===== config.mk =====
export PLATFORM = sky130hd
export DESIGN_NAME = cnn_stream_driver
export DESIGN_NICKNAME = d
export VERILOG_FILES = /design/src/rtl/cnn_stream_driver.sv
export SDC_FILE = /design/constraint.sdc
export NUM_CORES = 1
export LEC_CHECK = 0
export ABC_AREA = 1
export ABC_CLOCK_PERIOD_IN_PS = 3600
export BUFFER_PORTS_ARGS = -buffer_cell sky130_fd_sc_hd__buf_4
export CAP_MARGIN = 20
export CORE_AREA = 2 2 123 125
export CTS_CLUSTER_DIAMETER = 80
export DETAILED_ROUTE_END_ITERATION = 8
export DIE_AREA = 0 0 125 127
export PLACE_DENSITY = 0.7
export SLEW_MARGIN = 20
export SYNTH_ARGS = -nofsm -noshare
export SYNTH_HDL_FRONTEND = slang
export SYNTH_SLANG_ARGS = --single-unit

===== constraint.sdc =====
create_clock -name ap_clk -period 3.6 [get_ports ap_clk]
set_clock_uncertainty 0.2 [all_clocks]
set_input_delay 0.9 -clock ap_clk [delete_from_list [all_inputs] [get_ports ap_clk]]
set_output_delay 0.9 -clock ap_clk [all_outputs]
set_load 0.01 [all_outputs]

===== src/rtl/cnn_stream_driver.sv =====
// ============================================================================
// Module   : cnn_stream_driver
// Brief    : ap_ctrl_hs master for the hls4ml CNN core. It forwards one crop
//            into the CNN input stream and unpacks the output beat into
//            predictions. Optional watchdog: define CNN_DRV_TIMEOUT_EN.
// Revision : 1.0 - initial release
// ============================================================================
`default_nettype none

module cnn_stream_driver #(
    parameter int PIX_W       = 8,
    parameter int NUM_PIX     = 2304,
    parameter int NUM_OUT     = 5,
    parameter int OUT_W       = 22,
    parameter int LANE_W      = 32,
    parameter int TIMEOUT_CYC = 65536
) (
    input  logic                      ap_clk,
    input  logic                      ap_rst,
    input  logic [PIX_W-1:0]          s_pix_tdata,
    input  logic                      s_pix_tvalid,
    output logic                      s_pix_tready,
    input  logic                      s_pix_tlast,
    output logic                      cnn_ap_start,
    input  logic                      cnn_ap_idle,
    output logic [PIX_W-1:0]          cnn_in_tdata,
    output logic                      cnn_in_tvalid,
    input  logic                      cnn_in_tready,
    input  logic [NUM_OUT*LANE_W-1:0] cnn_out_tdata,
    input  logic                      cnn_out_tvalid,
    output logic                      cnn_out_tready,
    output logic [NUM_OUT*OUT_W-1:0]  pred_data,
    output logic                      pred_valid,
    input  logic                      pred_ready,
    output logic [15:0]               frame_cnt,
    output logic                      err_len,
    output logic                      err_timeout
);

    localparam int CNT_W = $clog2(NUM_PIX);

    localparam logic [2:0] S_IDLE     = 3'd0;
    localparam logic [2:0] S_START    = 3'd1;
    localparam logic [2:0] S_STREAM   = 3'd2;
    localparam logic [2:0] S_WAIT_OUT = 3'd3;
    localparam logic [2:0] S_RESULT   = 3'd4;

    logic [2:0]               r_state;
    logic [CNT_W-1:0]         r_pix_cnt;
    logic [15:0]              r_frame_cnt;
    logic [NUM_OUT*OUT_W-1:0] r_pred;
    logic                     r_err_len;

    logic                     w_stream;
    logic                     w_pix_hs;
    logic                     w_last_pix;
    logic                     w_timeout;
    logic [NUM_OUT*OUT_W-1:0] w_pred_next;
    logic [NUM_OUT-1:0]       w_unused_lane_hi;

    assign w_stream   = (r_state == S_STREAM);
    assign w_pix_hs   = w_stream && s_pix_tvalid && cnn_in_tready;
    assign w_last_pix = (r_pix_cnt == CNT_W'(NUM_PIX - 1));

    // Only the low OUT_W bits of each lane carry the ap_fixed value.
    generate
        for (genvar k = 0; k < NUM_OUT; k++) begin : g_lane
            assign w_pred_next[k*OUT_W +: OUT_W] = cnn_out_tdata[k*LANE_W +: OUT_W];
            assign w_unused_lane_hi[k]           = ^cnn_out_tdata[k*LANE_W+OUT_W +: LANE_W-OUT_W];
        end
    endgenerate

    assign s_pix_tready   = w_stream && cnn_in_tready;
    assign cnn_in_tvalid  = w_stream && s_pix_tvalid;
    assign cnn_in_tdata   = w_stream ? s_pix_tdata : '0;
    assign cnn_ap_start   = (r_state == S_START);
    assign cnn_out_tready = (r_state == S_WAIT_OUT);
    assign pred_valid     = (r_state == S_RESULT);
    assign pred_data      = r_pred;
    assign frame_cnt      = r_frame_cnt;
    assign err_len        = r_err_len;

`ifdef CNN_DRV_TIMEOUT_EN
    localparam int WD_W = $clog2(TIMEOUT_CYC);

    logic [WD_W-1:0] r_wd_cnt;
    logic            r_err_timeout;

    // Beat arrival wins over expiry when both land on the same cycle.
    assign w_timeout = (r_state == S_WAIT_OUT) && !cnn_out_tvalid
                       && (r_wd_cnt == WD_W'(TIMEOUT_CYC - 1));

    always_ff @(posedge ap_clk) begin
        if (ap_rst) begin
            r_wd_cnt      <= '0;
            r_err_timeout <= 1'b0;
        end else begin
            if (r_state == S_WAIT_OUT) begin
                r_wd_cnt <= r_wd_cnt + WD_W'(1);
            end else begin
                r_wd_cnt <= '0;
            end
            if (w_timeout) begin
                r_err_timeout <= 1'b1;
            end
        end
    end

    assign err_timeout = r_err_timeout;
`else
    logic w_unused_timeout;

    assign w_unused_timeout = (TIMEOUT_CYC != 0);
    assign w_timeout        = 1'b0;
    assign err_timeout      = 1'b0;
`endif

    always_ff @(posedge ap_clk) begin
        if (ap_rst) begin
            r_state     <= S_IDLE;
            r_pix_cnt   <= '0;
            r_frame_cnt <= '0;
            r_pred      <= '0;
            r_err_len   <= 1'b0;
        end else begin
            case (r_state)
                S_IDLE: begin
                    if (s_pix_tvalid && cnn_ap_idle) begin
                        r_state <= S_START;
                    end
                end
                S_START: begin
                    r_pix_cnt <= '0;
                    r_state   <= S_STREAM;
                end
                S_STREAM: begin
                    if (w_pix_hs) begin
                        r_pix_cnt <= r_pix_cnt + CNT_W'(1);
                        // The pixel count alone terminates the frame; tlast is only audited.
                        if (s_pix_tlast != w_last_pix) begin
                            r_err_len <= 1'b1;
                        end
                        if (w_last_pix) begin
                            r_state <= S_WAIT_OUT;
                        end
                    end
                end
                S_WAIT_OUT: begin
                    if (cnn_out_tvalid) begin
                        r_pred  <= w_pred_next;
                        r_state <= S_RESULT;
                    end else if (w_timeout) begin
                        r_state <= S_IDLE;
                    end
                end
                S_RESULT: begin
                    if (pred_ready) begin
                        r_frame_cnt <= r_frame_cnt + 16'd1;
                        r_state     <= S_IDLE;
                    end
                end
                default: r_state <= S_IDLE;
            endcase
        end
    end

endmodule

`default_nettype wire


==> impl_metrics.ini <==
[run_status]
status = finished clean

[finish]
multiInputGateArea_um2 = 2440
final_cells = 1205
nFillCells = 1378
final_common_cell = buf_4
drive_above_1_share_pct = 31.0
ff_latch_area_um2 = 2840
syn2layout_area_growth_pct = 44.3
num-nets-final = 1186
final_cell_mix = buf_4 (268), nand2_1 (172), dfxtp_1 (142)
antenna_cells = 0

[timing]
worst_slack_ns = 0.950
hold_viol_final = 0
rsz0062_at_grt = false
tightest_slew_ns = 0.639
timing.hold.ws_ns = 0.252
tns_ns = 0
min_period_over_period_pct = 73.6
worst_slew_margin_rel_pct = 57.4
fmax_ghz = 0.377
setup-violations-final = 0
slew_viol_final = 0
fin_crit_ns = 2.65

[floorplanning]
fp-row-count = 44
die_x_um = 125
num_io_pins = 317
core_um2 = 14400
die_h_um = 127
start_util_pct = 40.0
dieArea_um2 = 15900

[logic_synthesis]
ys_warn_count = 0
ys_ff_latch = 142
syn_avg_cell_area_um2 = 7.48
synth_area_um2 = 5770
ys_seq_area_share_pct = 49.3
synth_cells = 771
synth_nets = 949
synth_cell_types = 26

[clocking]
clock_path_buffers = 2
clk_latency_ns = 0.42
cts.htree.levels = 4
cts_resized = 0
cts_sinks = 142
cts_buffers = 17
cts_tree = yes
post_cts_buffers = 0
holdBufCountCts = 0
clockRootBuffer = clkbuf_16
path_clk_slew_ns = 0.06

[setup_path]
crit_chain = inv_1 -> nand2_1 -> nor2_1 -> inv_1 -> nor2_1 -> buf_4
critPathMaxFanout = 12
r2r-start = r_state[2]$_SDFFE_PP0P_
cp_data_required_time_ns = 2.50
startpoint = r_state[2]$_SDFFE_PP0P_
cp.buffers_inverters = 3
end_kind = output pin
worst_ep_arrival_time_ns = 1.55
max_stage_delay_ns = 0.33
crit_type = flop to output pin
startpoint_type = flop
critPathSlowestCell = dfxtp_1
critical-path-top-delay-family = buffers and inverters

[power_and_ir_drop]
ir_worst_vdd_mv = 0.245
comb_power_share_pct = 16.1
p_clk_share_pct = 41.4
p_leak_nw = 3.50
pwr-share-seq_pct = 42.6
switching_share_pct = 28.1
intPower_w = 0.00284
switching_power_w = 0.00111
powerDensity_nw_per_um2 = 475

[routing]
drt-pass1-iter-count = 4
drc = 0
ant_nets = 0
wl_mm = 16.9
num_vias = 5880
drt_iter0_markers = 377
via_per_inst = 4.88
avgRoutedWirePerCell_um = 14.0

[run]
max_cap_violations = 0

[place]
placed_cells = 1173
place.port_buffers = 265
routabilityCongestion = 0.797
dpl.hpwl_mm = 11.4
dp_slack_ns = 1.22

[global_route]
grt_overflow = 0
grt_usage_pct = 20.7
antenna_found_initial = 0
grt_max_degree = 121
grt_pass1_vias = 5316
grt_pass1_wl_mm = 26.9

[min_path]
hold_path.class = flop to flop
hp-start = err_len$_SDFFE_PP0P_
==> power by group through the flow <==
stage	Clock, W	Combinational (W)	Sequential (W)
after floorplan	0	0.000344	0.00174
after global placement	0	0.000637	0.00172
after detailed placement	0	0.000641	0.00172
after CTS	0.00168	0.000642	0.00168
after global routing	0.00175	0.000709	0.00169
final	0.00164	0.000635	0.00168
==> metal layers <==
| metal | part of all wire [%] | vias to the layer above | track usage [%] |
|---|---|---|---|
| met1 | 43 | 2654 | 26.6 |
| met2 | 48 | 200 | 33.1 |
| met4 | 2.2 | 0 | 8.17 |
| met5 | 0 | - | 0 |
| met3 | 6.7 | 24 | 5.70 |
| li1 | - | 3002 | - |
==> tightest hold or removal path: stages, from the launching register on <==
cell,delay (ns)
dfxtp_1,0.31
inv_1,0.05
a21oi_1,0.05
==> final timing paths <==
check / endpoint / slack (ns) / cells past startpoint
worst min register to register: err_len$_SDFFE_PP0P_ / 0.25 / 2
worst max-delay path: cnn_in_tdata[7] / 0.95 / 6
worst min-delay path: err_len$_SDFFE_PP0P_ / 0.25 / 2
worst max register to register: pred_data[83]$_SDFFE_PP0P_ / 1.64 / 7
==> synth_stat cells, drive strengths merged <==
library cell / number / share of area (%)
nand2: 177 / 12
dfxtp: 142 / 49
nand3: 132 / 11
a21oi: 130 / 11
nor2: 54 / 4.1
inv: 50 / 3.3
buf: 28 / 3.7
clkbuf: 25 / 1.6
o21ai: 15 / 1.3
nor3: 7 / 0.61
ha: 2 / 0.43
nand4: 2 / 0.22
xor2: 2 / 0.30
a211oi: 1 / 0.13
conb: 1 / 0.065
nand3b: 1 / 0.13
o21bai: 1 / 0.13
or2: 1 / 0.11
==> registers in the layout, summed over array words and instances (netlist names) <==
register and flops:
frame_cnt 16, r_pix_cnt 12, err_len 1, r_state 3, pred_data 110
==> cell type report <==
type,instances,area share [%]
Inverter,50,2.27
Tap cell,184,2.76
Sequential cell,142,34.1
Timing Repair Buffer,271,24.9
Clock inverter,13,1.23
Multi-Input combinational cell,526,29.3
Clock buffer,19,5.44
==> logic make-up after synthesis <==
family          synth area share [%]
simple gates                    28.5
compound gates                  12.8
flops                           49.3
buf+inv                         8.59
xor+xnor                       0.304
fa+ha+maj                      0.434
other cells                   0.0650
==> stage by stage <==
| stage | utilization, % | total power [W] | area, um^2 |
|---|---|---|---|
| 3_5_place_dp | 53.9 | 0.00236 | 7770 |
| 4_1_cts | 57.7 | 0.00401 | 8330 |
| 5_1_grt | 57.7 | 0.00416 | 8330 |
| 2_1_floorplan | - | 0.00208 | 5770 |
| 3_3_place_gp | 53.9 | 0.00235 | 7770 |
| 6_report | 57.7 | 0.00395 | 8330 |
Power figures use the tool's default switching activity.
